<file path="src/rtl/alu_issue_stage.sv">
// rtl/alu_issue_stage.sv - ALU decode/issue register (one-entry ID/EX stage)
//
// Purpose: decodes an RV32I instruction into an ALU operation and its two
//   operands, then holds the result in a single valid/ready register toward EX.
//   Supports flush and counts every entry consumed by EX.
// Optional feature macro: ALU_ISSUE_ILLEGAL_EN
//   defined     - unknown opcodes are issued with `illegal`=1, aluop=0, a=b=0, rd_wen=0
//   not defined - unknown opcodes are accepted and silently dropped (no `illegal` port)
// Ports:
//   clk, rst                    clock, asynchronous active-high reset
//   flush                       kill held entry and the instruction offered this cycle
//   in_valid / in_ready         decode-side handshake for inst, pc, rs1_data, rs2_data
//   out_valid / out_ready       EX-side handshake for the held entry
//   aluop, opr_a, opr_b         ALU operation and operands
//   st_data                     rs2 value carried for stores
//   rd_addr, rd_wen             destination register and write enable
//   illegal                     entry holds an illegal instruction (macro builds only)
//   issue_cnt                   entries consumed by EX, wraps to 0
module alu_issue_stage #(
  parameter int XLEN  = 32,
  parameter int CNT_W = 32
) (
  input  logic             clk,
  input  logic             rst,
  input  logic             flush,
  input  logic             in_valid,
  output logic             in_ready,
  input  logic [31:0]      inst,
  input  logic [XLEN-1:0]  pc,
  input  logic [XLEN-1:0]  rs1_data,
  input  logic [XLEN-1:0]  rs2_data,
  output logic             out_valid,
  input  logic             out_ready,
  output logic [3:0]       aluop,
  output logic [XLEN-1:0]  opr_a,
  output logic [XLEN-1:0]  opr_b,
  output logic [XLEN-1:0]  st_data,
  output logic [4:0]       rd_addr,
  output logic             rd_wen,
`ifdef ALU_ISSUE_ILLEGAL_EN
  output logic             illegal,
`endif
  output logic [CNT_W-1:0] issue_cnt
);

  localparam logic [6:0] OPC_OP    = 7'b0110011;
  localparam logic [6:0] OPC_OPIMM = 7'b0010011;
  localparam logic [6:0] OPC_LUI   = 7'b0110111;
  localparam logic [6:0] OPC_AUIPC = 7'b0010111;
  localparam logic [6:0] OPC_LOAD  = 7'b0000011;
  localparam logic [6:0] OPC_STORE = 7'b0100011;

  logic [6:0]      opcode;
  logic [2:0]      f3;
  logic            f7b;
  logic [XLEN-1:0] imm_i, imm_s, imm_u, shamt;

  assign opcode = inst[6:0];
  assign f3     = inst[14:12];
  assign f7b    = inst[30];
  assign imm_i  = XLEN'($signed(inst[31:20]));
  assign imm_s  = XLEN'($signed({inst[31:25], inst[11:7]}));
  assign imm_u  = XLEN'($signed({inst[31:12], 12'b0}));
  assign shamt  = XLEN'(inst[24:20]);

  logic            dec_legal;
  logic [3:0]      dec_aluop;
  logic [XLEN-1:0] dec_a, dec_b;
  logic            dec_wen;

  always_comb begin
    dec_legal = 1'b1;
    dec_aluop = 4'b0000;
    dec_a     = rs1_data;
    dec_b     = imm_i;
    dec_wen   = 1'b1;
    case (opcode)
      OPC_OP: begin
        dec_aluop = {f7b, f3};
        dec_b     = rs2_data;
      end
      OPC_OPIMM: begin
        // Only srai uses inst[30] as an op bit; the other I-type ops treat it as immediate.
        dec_aluop = {(f3 == 3'b101) && f7b, f3};
        // Shift immediates carry only shamt so the funct7 bits never reach operand B.
        if (f3 == 3'b001 || f3 == 3'b101) begin
          dec_b = shamt;
        end
      end
      OPC_LUI: begin
        dec_aluop = 4'b1111;
        dec_a     = '0;
        dec_b     = imm_u;
      end
      OPC_AUIPC: begin
        dec_a = pc;
        dec_b = imm_u;
      end
      OPC_LOAD: begin
        dec_b = imm_i;
      end
      OPC_STORE: begin
        dec_b   = imm_s;
        dec_wen = 1'b0;
      end
      default: begin
        dec_legal = 1'b0;
        dec_a     = '0;
        dec_b     = '0;
        dec_wen   = 1'b0;
      end
    endcase
    if (inst[11:7] == 5'd0) begin
      dec_wen = 1'b0;
    end
  end

  logic             valid_q, valid_d;
  logic [CNT_W-1:0] cnt_q, cnt_d;
  logic [3:0]       aluop_q;
  logic [XLEN-1:0]  opr_a_q, opr_b_q, st_data_q;
  logic [4:0]       rd_addr_q;
  logic             rd_wen_q;
  logic             consume, accept, load;

  // Flush always frees the slot so the upstream handshake never blocks on a dying entry.
  assign in_ready = !valid_q || out_ready || flush;
  assign consume  = valid_q && out_ready;
  assign accept   = in_valid && in_ready && !flush;
`ifdef ALU_ISSUE_ILLEGAL_EN
  assign load     = accept;
`else
  // Illegal instructions complete the handshake but never occupy the register.
  assign load     = accept && dec_legal;
`endif

  always_comb begin
    valid_d = valid_q;
    cnt_d   = cnt_q;
    if (consume) begin
      cnt_d   = cnt_q + CNT_W'(1);
      valid_d = 1'b0;
    end
    if (load) begin
      valid_d = 1'b1;
    end
    if (flush) begin
      valid_d = 1'b0;
    end
  end

  always_ff @(posedge clk or posedge rst) begin
    if (rst) begin
      valid_q   <= 1'b0;
      cnt_q     <= '0;
      aluop_q   <= 4'b0000;
      opr_a_q   <= '0;
      opr_b_q   <= '0;
      st_data_q <= '0;
      rd_addr_q <= 5'd0;
      rd_wen_q  <= 1'b0;
    end else begin
      valid_q <= valid_d;
      cnt_q   <= cnt_d;
      if (load) begin
        aluop_q   <= dec_aluop;
        opr_a_q   <= dec_a;
        opr_b_q   <= dec_b;
        st_data_q <= rs2_data;
        rd_addr_q <= inst[11:7];
        rd_wen_q  <= dec_wen;
      end
    end
  end

`ifdef ALU_ISSUE_ILLEGAL_EN
  logic illegal_q;

  always_ff @(posedge clk or posedge rst) begin
    if (rst) begin
      illegal_q <= 1'b0;
    end else if (load) begin
      illegal_q <= !dec_legal;
    end
  end

  assign illegal = illegal_q;
`endif

  assign out_valid = valid_q;
  assign aluop     = aluop_q;
  assign opr_a     = opr_a_q;
  assign opr_b     = opr_b_q;
  assign st_data   = st_data_q;
  assign rd_addr   = rd_addr_q;
  assign rd_wen    = rd_wen_q;
  assign issue_cnt = cnt_q;

endmodule

</file>
<file path="config.mk">
export PLATFORM = sky130hd
export DESIGN_NAME = alu_issue_stage
export DESIGN_NICKNAME = d
export VERILOG_FILES = /design/src/rtl/alu_issue_stage.sv
export SDC_FILE = /design/constraint.sdc
export NUM_CORES = 1
export LEC_CHECK = 0
export ABC_AREA = 1
export BUFFER_PORTS_ARGS = -buffer_cell sky130_fd_sc_hd__buf_4
export CAP_MARGIN = 25
export CORE_ASPECT_RATIO = 1.25
export CORE_MARGIN = 5
export CORE_UTILIZATION = 54
export CTS_BUF_LIST = sky130_fd_sc_hd__clkbuf_16
export DETAILED_ROUTE_END_ITERATION = 16
export HOLD_SLACK_MARGIN = 0.03
export PLACE_DENSITY = 0.87
export REMOVE_ABC_BUFFERS = 1
export SYNTH_ARGS = -nofsm -noshare
export SYNTH_HDL_FRONTEND = slang
export SYNTH_SLANG_ARGS = --single-unit
</file>
<file path="constraint.sdc">
create_clock -name clk -period 8.9 [get_ports clk]
set_clock_uncertainty 0.1 [all_clocks]
set_input_delay 0 -clock clk [delete_from_list [all_inputs] [get_ports clk]]
set_output_delay 0 -clock clk [all_outputs]
set_load 0.02 [all_outputs]
</file>
== Word level (Yosys, flattened, before mapping) ==
Cells that the tools add are included.

* Flip-flop bits (word level): 139
* Input bits: 133
* Word-level logic and storage cells: 43

* Reductions and logical operators: 16
* Equality and inequality tests: 8
* $add $sub $neg: 1
* Mux-type cells: 10

{| class="wikitable"
|+ Operators with widths
! operator !! number
|-
| $pmux 32 s5 || 1
|-
| $pmux 32 s2 || 1
|-
| $add 32x1->32 const B || 1
|-
| $mux 32 || 1
|-
| $eq 7x6->1 const B || 3
|-
| $eq 7x5->1 const B || 2
|-
| $pmux 4 s3 || 1
|-
| $eq 7x2->1 const B || 1
|-
| $mux 1 || 6
|-
| $reduce_or 6->1 || 1
|-
| $logic_and 1x1->1 || 5
|-
| $logic_not 5->1 || 1
|-
| $reduce_or 5->1 || 1
|-
| $reduce_or 4->1 || 1
|-
| $eq 3x1->1 const B || 1
|-
| $eq 3x3->1 const B || 1
|-
| $logic_or 1x1->1 || 3
|-
| $reduce_bool 3->1 || 1
|-
| $logic_not 1->1 || 2
|-
| $reduce_or 2->1 || 1
|}

== Longest topological paths before layout ==
Gate-level depths: netlist (run 1).

* Depth in word-level cells: 8
* Gate-level depth with buffers: 10

== Worst setup path after synthesis (run 1) ==
OpenSTA, ideal clock, no wires.

* Kind: register -> register
* From: register valid_q (netlist: out_valid)
* To: register opr_a_q[0] (netlist: opr_a[0])
* Data required time: 8.734 ns
* Library setup time: 0.066 ns
* Data arrival time: 1.607 ns
* Stages on the path, launching flop included: 8
* Path slack: 7.128 ns
* Cell sequence: dfrtp_1 -> nand3b_1 -> nand3_1 -> inv_1 -> nand2_2 -> buf_1 -> nand2_1 -> nand2_1

* Cells in the longest elaborated chain, start to end: 6

{| class="wikitable"
|+ Ends and longest elaborated chain
! what !! RTL line !! source
|-
| from (decl) || 118 || <nowiki>logic valid_q, valid_d;</nowiki>
|-
| from (signal assigned) || 163 || <nowiki>valid_q <= valid_d;</nowiki>
|-
| $logic_not 1->1 || 127 || <nowiki>assign in_ready = !valid_q || out_ready || flush;</nowiki>
|-
| $logic_or 1x1->1 (2 in a row) || 127 ||
|-
| via in_ready || 27 || <nowiki>output logic in_ready,</nowiki>
|-
| $logic_and 1x1->1 (2 in a row) || 129 || <nowiki>assign accept = in_valid && in_ready && !flush;</nowiki>
|-
| $logic_and 1x1->1 || 134 || <nowiki>assign load = accept && dec_legal;</nowiki>
|-
| to (signal assigned) || 157 || <nowiki>opr_a_q <= '0;</nowiki>
|-
| to (signal assigned) || 167 || <nowiki>opr_a_q <= dec_a;</nowiki>
|-
| to (decl) || 121 || <nowiki>logic [XLEN-1:0] opr_a_q, opr_b_q, st_data_q;</nowiki>
|}

The timed path passes the listed nets, and every way through them passes these cells.
A chain may end at the register's enable or synchronous reset.

== Final worst setup path (run 1) ==
* From: input inst[3]
* To: register opr_a_q[8] (netlist: opr_a[8])

* Cells in the longest elaborated chain, start to end: 4
* Elaborated cells on any way between the ends: 11

{| class="wikitable"
|+ Ends and longest elaborated chain
! what !! RTL line !! source
|-
| from (decl) || 28 || <nowiki>input logic [31:0] inst,</nowiki>
|-
| $eq 7x5->1, or another cell as far along || 77 || <nowiki>case (opcode)</nowiki>
|-
| $reduce_or 6->1 (no source line) || -- ||
|-
| $mux 1 || 77 ||
|-
| $logic_and 1x1->1 || 134 ||
|}

Several ways; a longest one is shown, not always the timed one.

==> results of run 1 <==
-- path summary, 6_finish.rpt --
check | endpoint | slack [ns] | depth (start not counted)
max | opr_a[8] | 5.89 | 14
max reg2reg | issue_cnt[28] | 6.86 | 8
min reg2reg | st_data[24] | 0.37 | 2
min | opr_b[20] | 0.05 | 9
max in group asynchronous | opr_a[24] | 7.24 | 4
min in group asynchronous | opr_a[12] | 0.15 | 3
-- layer usage --
| layer | routed length (um) | vias to the layer above | share of wire |
|---|---|---|---|
| met4 | 2270 | 0 | 0.076 |
| met1 | 10400 | 4144 | 0.35 |
| met3 | 2490 | 214 | 0.083 |
| met2 | 14800 | 705 | 0.49 |
| met5 | 0 | - | 0 |
| li1 | - | 3903 | - |
-- repair_timing --
action                                  in CTS  in global routing
hold endpoints to repair                   194                  1
hold buffers                               133                  1
endpoints found under the setup margin       0                  0
-- power by group through the flow --
stage | sequential [mW] | combinational (mW) | clock [mW]
finish | 0.704 | 0.310 | 0.690
detailed placement | 0.709 | 0.259 | 0
global route | 0.707 | 0.329 | 0.721
floorplan | 0.758 | 0.0620 | 0
CTS | 0.699 | 0.296 | 0.687
global placement | 0.709 | 0.253 | 0
-- critical path: stages --
cell and delay (ns):
dlygate4sd3_1 0.57, buf_4 0.16, inv_1 0.05, nand2_1 0.07, nor2_4 0.08, buf_4 0.56
nand2_1 0.22, nand3_1 0.15, buf_4 0.35, nand2_1 0.16, nand2_1 0.11, dlygate4sd3_1 0.55
nand2_1 0.05, nand2_1 0.13
-- logic make-up after synthesis --
logic type	after synthesis
simple gates	715
flops	139
buf+inv	116
xor+xnor	19
compound gates	8
fa+ha+maj	1
-- cell type report --
| type | instances | area share |
|---|---|---|
| clock buffer | 17 | 0.0379 |
| inverter | 67 | 0.0228 |
| sequential | 139 | 0.310 |
| antenna | 1 | 0.000223 |
| tap | 171 | 0.0190 |
| timing repair buffer | 415 | 0.309 |
| multi-input combinational | 743 | 0.289 |
| clock inverter | 15 | 0.0119 |
-- registers in the layout, summed over array words and instances, names as in the netlist --
| signal | flops |
|---|---|
| issue_cnt | 32 |
| opr_b | 32 |
| out_valid | 1 |
| aluop | 4 |
| opr_a | 32 |
| rd_addr | 5 |
| rd_wen | 1 |
| st_data | 32 |
-- cell usage in the layout, fill, tap and decap left out, drive strengths merged, types with 12 or more instances in the layout --
cell type and n:
inv 68, xnor2 12, nand2 481, dfrtp 139, buf 281, nor2 43, dlygate4sd3 134, clkbuf 17
nand4 21, nand3 162
-- metrics by stage --
stage / std cells / setup slack [ns] / util
4_1_cts: 1565 / 6.15 / 0.848
3_3_place_gp: 1399 / 6.47 / 0.703
5_1_grt: 1567 / 5.75 / 0.849
2_1_floorplan: 949 / 5.08 / -
6_report: 1568 / 5.89 / 0.849
3_5_place_dp: 1400 / 6.48 / 0.705
==> results.yml, run 1 <==
global_route:
  grt_use_total: 0.372
  grt_pass1_vias: 9148
  grt_util_met1: 0.416
  grt_busiest_layer: "met2"
  grt_pass1_wl_um: 46800
  antenna_found_initial: 0
  grt_util_met3: 0.0825
  grt_max_degree: 84
  use_met2: 0.631
  grt_overflow_total: 0
power:
  seqPwrFrac: 0.413
  switchingPower_uw: 483
  swShare: 0.284
  p_per_area_nw_per_um2: 152
  peakVddDrop_mv: 0.107
  total_power_mw: 1.70
  leakagePower_nw: 6.45
  pwr-share-clk: 0.405
  pwr-share-comb: 0.182
  p_int_mw: 1.22
placed_design:
  dpl.hpwl_um: 16100
  io_buffers: 272
  dpl_cell_area_um2: 9320
  gp_congestion: 0.863
route:
  drt_iter0_markers: 1051
  drc: 0
  firstDrtPassIters: 6
  routed_wl_um: 29900
  ant_nets: 0
  dr_total_vias: 8966
  avgViaCountPerCell: 5.72
  wl_per_cell_um: 19.1
clocking:
  cts_max_level: 4
  post_cts_resized: 0
  cts_root_buf: "clkbuf_16"
  cts_tree: "yes"
  cts_inserted_buffers: 17
  clkLatencyLatePin_ns: 0.42
  clock_sinks: 139
  clk_pin_slew_ns: 0.06
  cts_buffer_depth: 2
  cts_setup_buffers: 0
sta:
  min_period_ns: 3.01
  setup_viol: 0
  max_clock_freq_ghz: 0.332
  rsz0062_at_grt: "no"
  drv_slew: 0
  relSlewSlack: 0.380
  hold_viol_final: 0
  finalSetupTns_ns: 0
  holdWs_ns: 0.0497
  worst-slew-pin-transition_ns: 0.927
  fin_crit_sh: 0.338
worst_setup_path:
  cp-start-kind: "input port"
  crit_path_start: "inst[3]"
  critPathKind: "input port to flip-flop"
  crit_arrival_ns: 3.26
  crit_path_end_kind: "flip-flop"
  path_max_fanout: 72
  critPathRequiredTime_ns: 9.15
  r2r-start: "issue_cnt[0]"
worst_hold_path:
  hp-start: "inst[2]"
  worstHoldPathType: "input port to flip-flop"
final_layout:
  drive_above_1_share: 0.236
  fill_cells: 723
  postLayoutCellArea_um2: 11200
  nets: 1517
  syn_to_final_growth_pct: 54.7
  multiInputGateArea_um2: 3250
  regArea_um2: 3480
logic_synthesis:
  syn-cell-area_um2: 7260
  ys.flop_type: "dfrtp_1"
  synth_xor_area_frac: 0.0229
  avgSynthCellArea_um2: 7.28
  yosys_warnings: 0
  yosysMostFrequentCell: "nand2_1"
  muxShareOfSynthArea: 0
  synth_compound_area_frac: 0.00551
  synth_top_area_share: 0.479
  synthTopCellsByCount: "nand2_1 (480), nand3_1 (161), dfrtp_1 (139), inv_1 (64), nor2_1 (34)"
  synthCells: 998
  synth_fa_ha_area_frac: 0.00172
  yosys.area.top_type: "dfrtp_1"
  ys_top_cells_by_area: "dfrtp_1 (48%), nand2_1 (25%), nand3_1 (11%)"
  ys_seq_elements: 139
  synthSimpleGateAreaFrac: 0.415
  synth_edf_count: 0
  synth_top_family_by_area: "simple AND/OR/NAND/NOR gates"
  async_reset_ff_frac: 1.00
  seq_area_frac_synth: 0.479
  synth.distinct_cells: 24
floorplanning:
  fp.dieW_um: 114
  dieArea_um2: 15900
  pin_count: 273
  die_h_um: 140
  coreArea_um2: 13200
  placement_rows: 47
  start_util: 0.549
run_status:
  outcome: "completed"
run:
  drv_cap: 0
(Power assumes the default switching activity.)
==> inputs of run 2 (changes only) <==
--- a/config.mk
+++ b/config.mk
@@ -10,11 +10,11 @@
 export CAP_MARGIN = 25
 export CORE_ASPECT_RATIO = 1.25
 export CORE_MARGIN = 5
-export CORE_UTILIZATION = 54
+export CORE_UTILIZATION = 45
 export CTS_BUF_LIST = sky130_fd_sc_hd__clkbuf_16
 export DETAILED_ROUTE_END_ITERATION = 16
 export HOLD_SLACK_MARGIN = 0.03
-export PLACE_DENSITY = 0.87
+export PLACE_DENSITY = 0.77
 export REMOVE_ABC_BUFFERS = 1
 export SYNTH_ARGS = -nofsm -noshare
 export SYNTH_HDL_FRONTEND = slang
==> constraint.sdc (replaced) <==
create_clock -name clk -period 2.7 [get_ports clk]
set_clock_uncertainty 0.1 [all_clocks]
set_input_delay 0 -clock clk [delete_from_list [all_inputs] [get_ports clk]]
set_output_delay 0 -clock clk [all_outputs]
set_load 0.02 [all_outputs]
==> run 2 against run 1 <==
Against the previous run:
- sequential power rose to 3.3 times the previous value
- non-clock buffer count up 7
- critical path depth down 3
- largest power group is now clock
- highest routed layer unchanged
==> results.yml, run 2 (same netlist as run 1, synthesis figures left out) <==
sta:
  rsz0062_at_grt: "no"
  max_clock_freq_ghz: 0.388
  fin_crit_sh: 0.955
  setup_viol: 0
  hold_viol_final: 0
  drv_slew: 0
  worst-slew-pin-transition_ns: 0.868
  min_period_ns: 2.58
  relSlewSlack: 0.420
final_layout:
  final_cell_mix: "nand2_1 (480), buf_4 (284), nand3_1 (161)"
  postLayoutCellArea_um2: 11400
  nets: 1524
  diodes: 0
  fin_cells: 1619
  drive_above_1_share: 0.238
  syn_to_final_growth_pct: 57.2
  layout_commonest_cell: "nand2_1"
route:
  ant_nets: 0
  routed_wl_um: 26800
  dr_total_vias: 8455
  drt_iter0_markers: 602
  wl_per_cell_um: 16.5
  firstDrtPassIters: 5
  drc: 0
  avgViaCountPerCell: 5.22
global_route:
  grt_overflow_total: 0
  grt_max_degree: 73
  grt_pass1_vias: 8562
  grt_use_total: 0.283
  antenna_found_initial: 0
  grt_pass1_wl_um: 42600
clocking:
  cts_inserted_buffers: 17
  clk_pin_slew_ns: 0.06
  post_cts_resized: 0
  cts_max_level: 4
  cts_root_buf: "clkbuf_16"
  cts_buffer_depth: 2
  clock_sinks: 139
  clkLatencyLatePin_ns: 0.41
  cts_tree: "yes"
power:
  p_int_mw: 4.22
  leakagePower_nw: 6.52
  swShare: 0.266
  p_per_area_nw_per_um2: 504
  pwr-share-clk: 0.424
  peakVddDrop_mv: 0.382
  seqPwrFrac: 0.401
  pwr-share-comb: 0.175
  switchingPower_mw: 1.53
run_status:
  outcome: "completed"
floorplanning:
  start_util: 0.454
  pin_count: 273
  die_h_um: 152
  dieArea_um2: 18800
  fp.dieW_um: 124
  coreArea_um2: 16000
  placement_rows: 52
worst_setup_path:
  critPathRequiredTime_ns: 2.95
  crit_path_end_kind: "flip-flop"
  critPathKind: "input port to flip-flop"
  cp-start-kind: "input port"
  crit_arrival_ns: 2.83
  path_max_fanout: 31
placed_design:
  dpl.hpwl_um: 16200
  io_buffers: 272
  dp.cells: 1452
  gp_congestion: 0.876
  dpl_cell_area_um2: 9460
worst_hold_path:
  worstHoldPathType: "input port to flip-flop"
run:
  drv_cap: 0
-- run 2: layer usage --
layer  wire length (um)  global-route usage  share of wire
met1              10000               0.320           0.38
met2              13300               0.475           0.50
met3               2070              0.0729          0.077
met4               1410               0.160          0.052
met5                  0                   0              0
-- run 2: critical path: stages --
cell and delay, ns:
dlygate4sd3_1 0.53, buf_4 0.15, nor2_4 0.34, nand3_2 0.32, nor2_2 0.18, buf_4 0.34
nand2_1 0.12, nand2_1 0.10, dlygate4sd3_1 0.55, nand2_1 0.07, nand2_1 0.09
-- run 2: timing repair --
| item | 4_1_cts | 5_1_grt |
|---|---|---|
| endpoints found under the hold margin | 171 | 0 |
| setup buffers | 0 | 0 |
| hold buffers | 135 | 0 |
-- run 2: final timing paths --
check | start | endpoint | slack [ns] | cells past startpoint
worst max register to register | out_valid | opr_a[10] | 0.63 | 7
worst min register to register | st_data[15] | st_data[15] | 0.37 | 2
min in group asynchronous | rst | issue_cnt[28] | 0.12 | 3
worst max-delay path | inst[6] | opr_a[10] | 0.12 | 11
worst min-delay path | inst[2] | opr_b[14] | 0.08 | 9
max in group asynchronous | rst | opr_b[13] | 1.64 | 4
-- run 2: layout make-up --
type / instances / area [um^2]
Sequential cell: 139 / 3480
Clock buffer: 17 / 425
Multi-Input combinational cell: 743 / 3260
Inverter: 67 / 256
Fill cell: 1203 / 4590
Clock inverter: 15 / 183
Timing Repair Buffer: 422 / 3540
Tap cell: 216 / 270
-- run 2: metrics by stage --
stage / setup TNS [ns] / power (mW) / utilization / hold WS (ns) / setup WS (ns)
floorplan: -265.73 / 2.70 / - / 0.0448 / -1.12
global placement: 0 / 3.19 / 0.591 / 0.00953 / 0.712
detailed placement: 0 / 3.20 / 0.591 / 0.0142 / 0.685
CTS: 0 / 5.75 / 0.713 / 0.0528 / 0.259
global route: 0 / 5.95 / 0.713 / 0.128 / 0.00511
finish: 0 / 5.75 / 0.713 / 0.0809 / 0.121
-- run 2: power by group through the flow --
stage / sequential, mW / clock (mW) / combinational [mW]
6_report: 2.31 / 2.44 / 1.01
5_1_grt: 2.32 / 2.55 / 1.07
4_1_cts: 2.30 / 2.46 / 0.986
3_5_place_dp: 2.34 / 0 / 0.864
3_3_place_gp: 2.34 / 0 / 0.848
2_1_floorplan: 2.50 / 0 / 0.204
==> inputs of run 3 (changes only) <==
--- a/config.mk
+++ b/config.mk
@@ -15,6 +15,7 @@
 export DETAILED_ROUTE_END_ITERATION = 16
 export HOLD_SLACK_MARGIN = 0.03
 export PLACE_DENSITY = 0.77
+export RECOVER_POWER = 50
 export REMOVE_ABC_BUFFERS = 1
 export SYNTH_ARGS = -nofsm -noshare
 export SYNTH_HDL_FRONTEND = slang
==> run 3 against run 2 <==
Against the previous run:
- non-clock buffer count stayed put
- wire length increased by 0.23%
- worst hold slack got worse by 0.0055 ns
- clock power hardly changed
- sequential power is essentially flat
- core utilization fell by 3.3 points
- fmax increased by 0.84%
- global-route usage is the same
- register-to-register slack hardly changed
- largest power group unchanged
==> results.yml, run 3 (same netlist as run 1, synthesis figures left out) <==
final_layout:
  final_core_util: 0.680
  final_cell_mix: "nand2_1 (480), nand3_1 (161), buf_4 (148)"
  fin_cells: 1619
  layout_commonest_cell: "nand2_1"
  postLayoutCellArea_um2: 10900
  nets: 1524
  drive_above_1_share: 0.141
  syn_to_final_growth_pct: 49.9
  diodes: 0
worst_setup_path:
  critPathSlowestCell: "dlygate4sd3_1"
  cp_top_family: "buffers and inverters"
  crit_arrival_ns: 2.80
  cp_num_buf_inv: 4
  path_max_fanout: 31
  crit_path_end_kind: "flip-flop"
  slowest_delay_ns: 0.55
  critPathRequiredTime_ns: 2.95
  worstPathCellList: "dlygate4sd3_1 > buf_4 > nor2_4 > nand3_2 > nor2_2 > buf_4 > nand2_1 > nand2_1 > dlygate4sd3_1 > nand2_1 > nand2_1"
  crit_path_start: "inst[6]"
  critPathKind: "input port to flip-flop"
  cp-start-kind: "input port"
  r2r-start: "out_valid"
  cpMostUsedCell: "nand2_1"
route:
  drt_iter0_markers: 623
  drc: 0
  firstDrtPassIters: 5
  ant_nets: 0
  wl_per_cell_um: 16.6
  avgViaCountPerCell: 5.20
  dr_total_vias: 8426
  routed_wl_um: 26800
clocking:
  cts_buffer_depth: 2
  clock_sinks: 139
  cts_root_buf: "clkbuf_16"
  clkLatencyLatePin_ns: 0.41
  clk_pin_slew_ns: 0.06
  cts_max_level: 4
  cts_inserted_buffers: 17
  cts_tree: "yes"
  cts_setup_buffers: 0
sta:
  finalSetupTns_ns: 0
  setup_viol: 0
  drv_slew: 0
  hold_viol_final: 0
  min_period_ns: 2.56
  fin_crit_sh: 0.947
  relSlewSlack: 0.139
  rsz0062_at_grt: "no"
  worst-slew-pin-transition_ns: 1.29
  max_clock_freq_ghz: 0.391
global_route:
  grt_overflow_total: 0
  grt_pass1_wl_um: 42600
  antenna_found_initial: 0
  grt_use_total: 0.283
  grt_max_degree: 73
  grt_pass1_vias: 8562
worst_hold_path:
  worstHoldPathType: "input port to flip-flop"
  hp-start: "inst[12]"
floorplanning:
  dieArea_um2: 18800
  fp.dieW_um: 124
  pin_count: 273
  coreArea_um2: 16000
  start_util: 0.454
  die_h_um: 152
  placement_rows: 52
placed_design:
  dp.cells: 1452
  gp_congestion: 0.876
  dpl.hpwl_um: 16200
  io_buffers: 272
  dpl_cell_area_um2: 9460
power:
  peakVddDrop_mv: 0.381
  p_per_area_nw_per_um2: 517
  leakagePower_nw: 5.94
run:
  drv_cap: 0
run_status:
  outcome: "completed"
-- run 3: changes by cell type in the layout (fill, tap and decap cells not counted), sizes merged --
cell / previous run / this run
inv: 71 / 70
buf: 287 / 150
clkbuf: 17 / 154
clkinvlp: 2 / 3
-- run 3: through the flow --
| stage | worst slack [ns] | power (mW) | hold slack (ns) |
|---|---|---|---|
| 6_report | 0.142 | 5.63 | 0.0753 |
| 3_3_place_gp | 0.712 | 3.19 | 0.00953 |
| 5_1_grt | 0.00511 | 5.83 | 0.128 |
| 2_1_floorplan | -1.12 | 2.70 | 0.0448 |
| 3_5_place_dp | 0.685 | 3.20 | 0.0142 |
| 4_1_cts | 0.259 | 5.75 | 0.0528 |
-- run 3: worst paths after layout --
check	to	slack, ns	depth (start not counted)
min in group asynchronous	issue_cnt[28]	0.36	3
worst min register to register	st_data[15]	0.37	2
worst max-delay path	opr_a[10]	0.14	11
worst min-delay path	opr_b[12]	0.08	7
worst max register to register	opr_a[10]	0.64	7
max in group asynchronous	opr_b[27]	0.63	4
-- run 3: metal layers --
metal | part of all wire | track usage | vias up
li1 | - | - | 3913
met1 | 0.38 | 0.320 | 3938
met2 | 0.49 | 0.475 | 455
met3 | 0.076 | 0.0729 | 120
met4 | 0.054 | 0.160 | 0
met5 | 0 | 0 | -
-- run 3: what timing repair did --
| action | 4_1_cts | 5_1_grt |
|---|---|---|
| hold buffers | 135 | 0 |
| resized for setup | 0 | 0 |
| endpoints found under the hold margin | 171 | 0 |
-- run 3: worst reg2reg max path, cell delays in order, from the launching register on --
cell and delay (ns):
dfrtp_1 0.36, nand3b_1 0.12, nand3_1 0.28, inv_1 0.15
nand2_4 0.35, buf_12 0.36, nand2_1 0.17, nand2_1 0.11
-- run 3: final cells by class --
type	count	area, um^2
Fill cell	1377	5110
Tap cell	216	270
Timing Repair Buffer	422	3020
Multi-Input combinational cell	743	3260
Clock inverter	15	183
Sequential cell	139	3480
Inverter	67	255
Clock buffer	17	425
-- run 3: power by group --
part / internal, mW / switching, mW
registers: 2.22 / 0.0850
clock network: 1.53 / 0.907
logic: 0.353 / 0.537
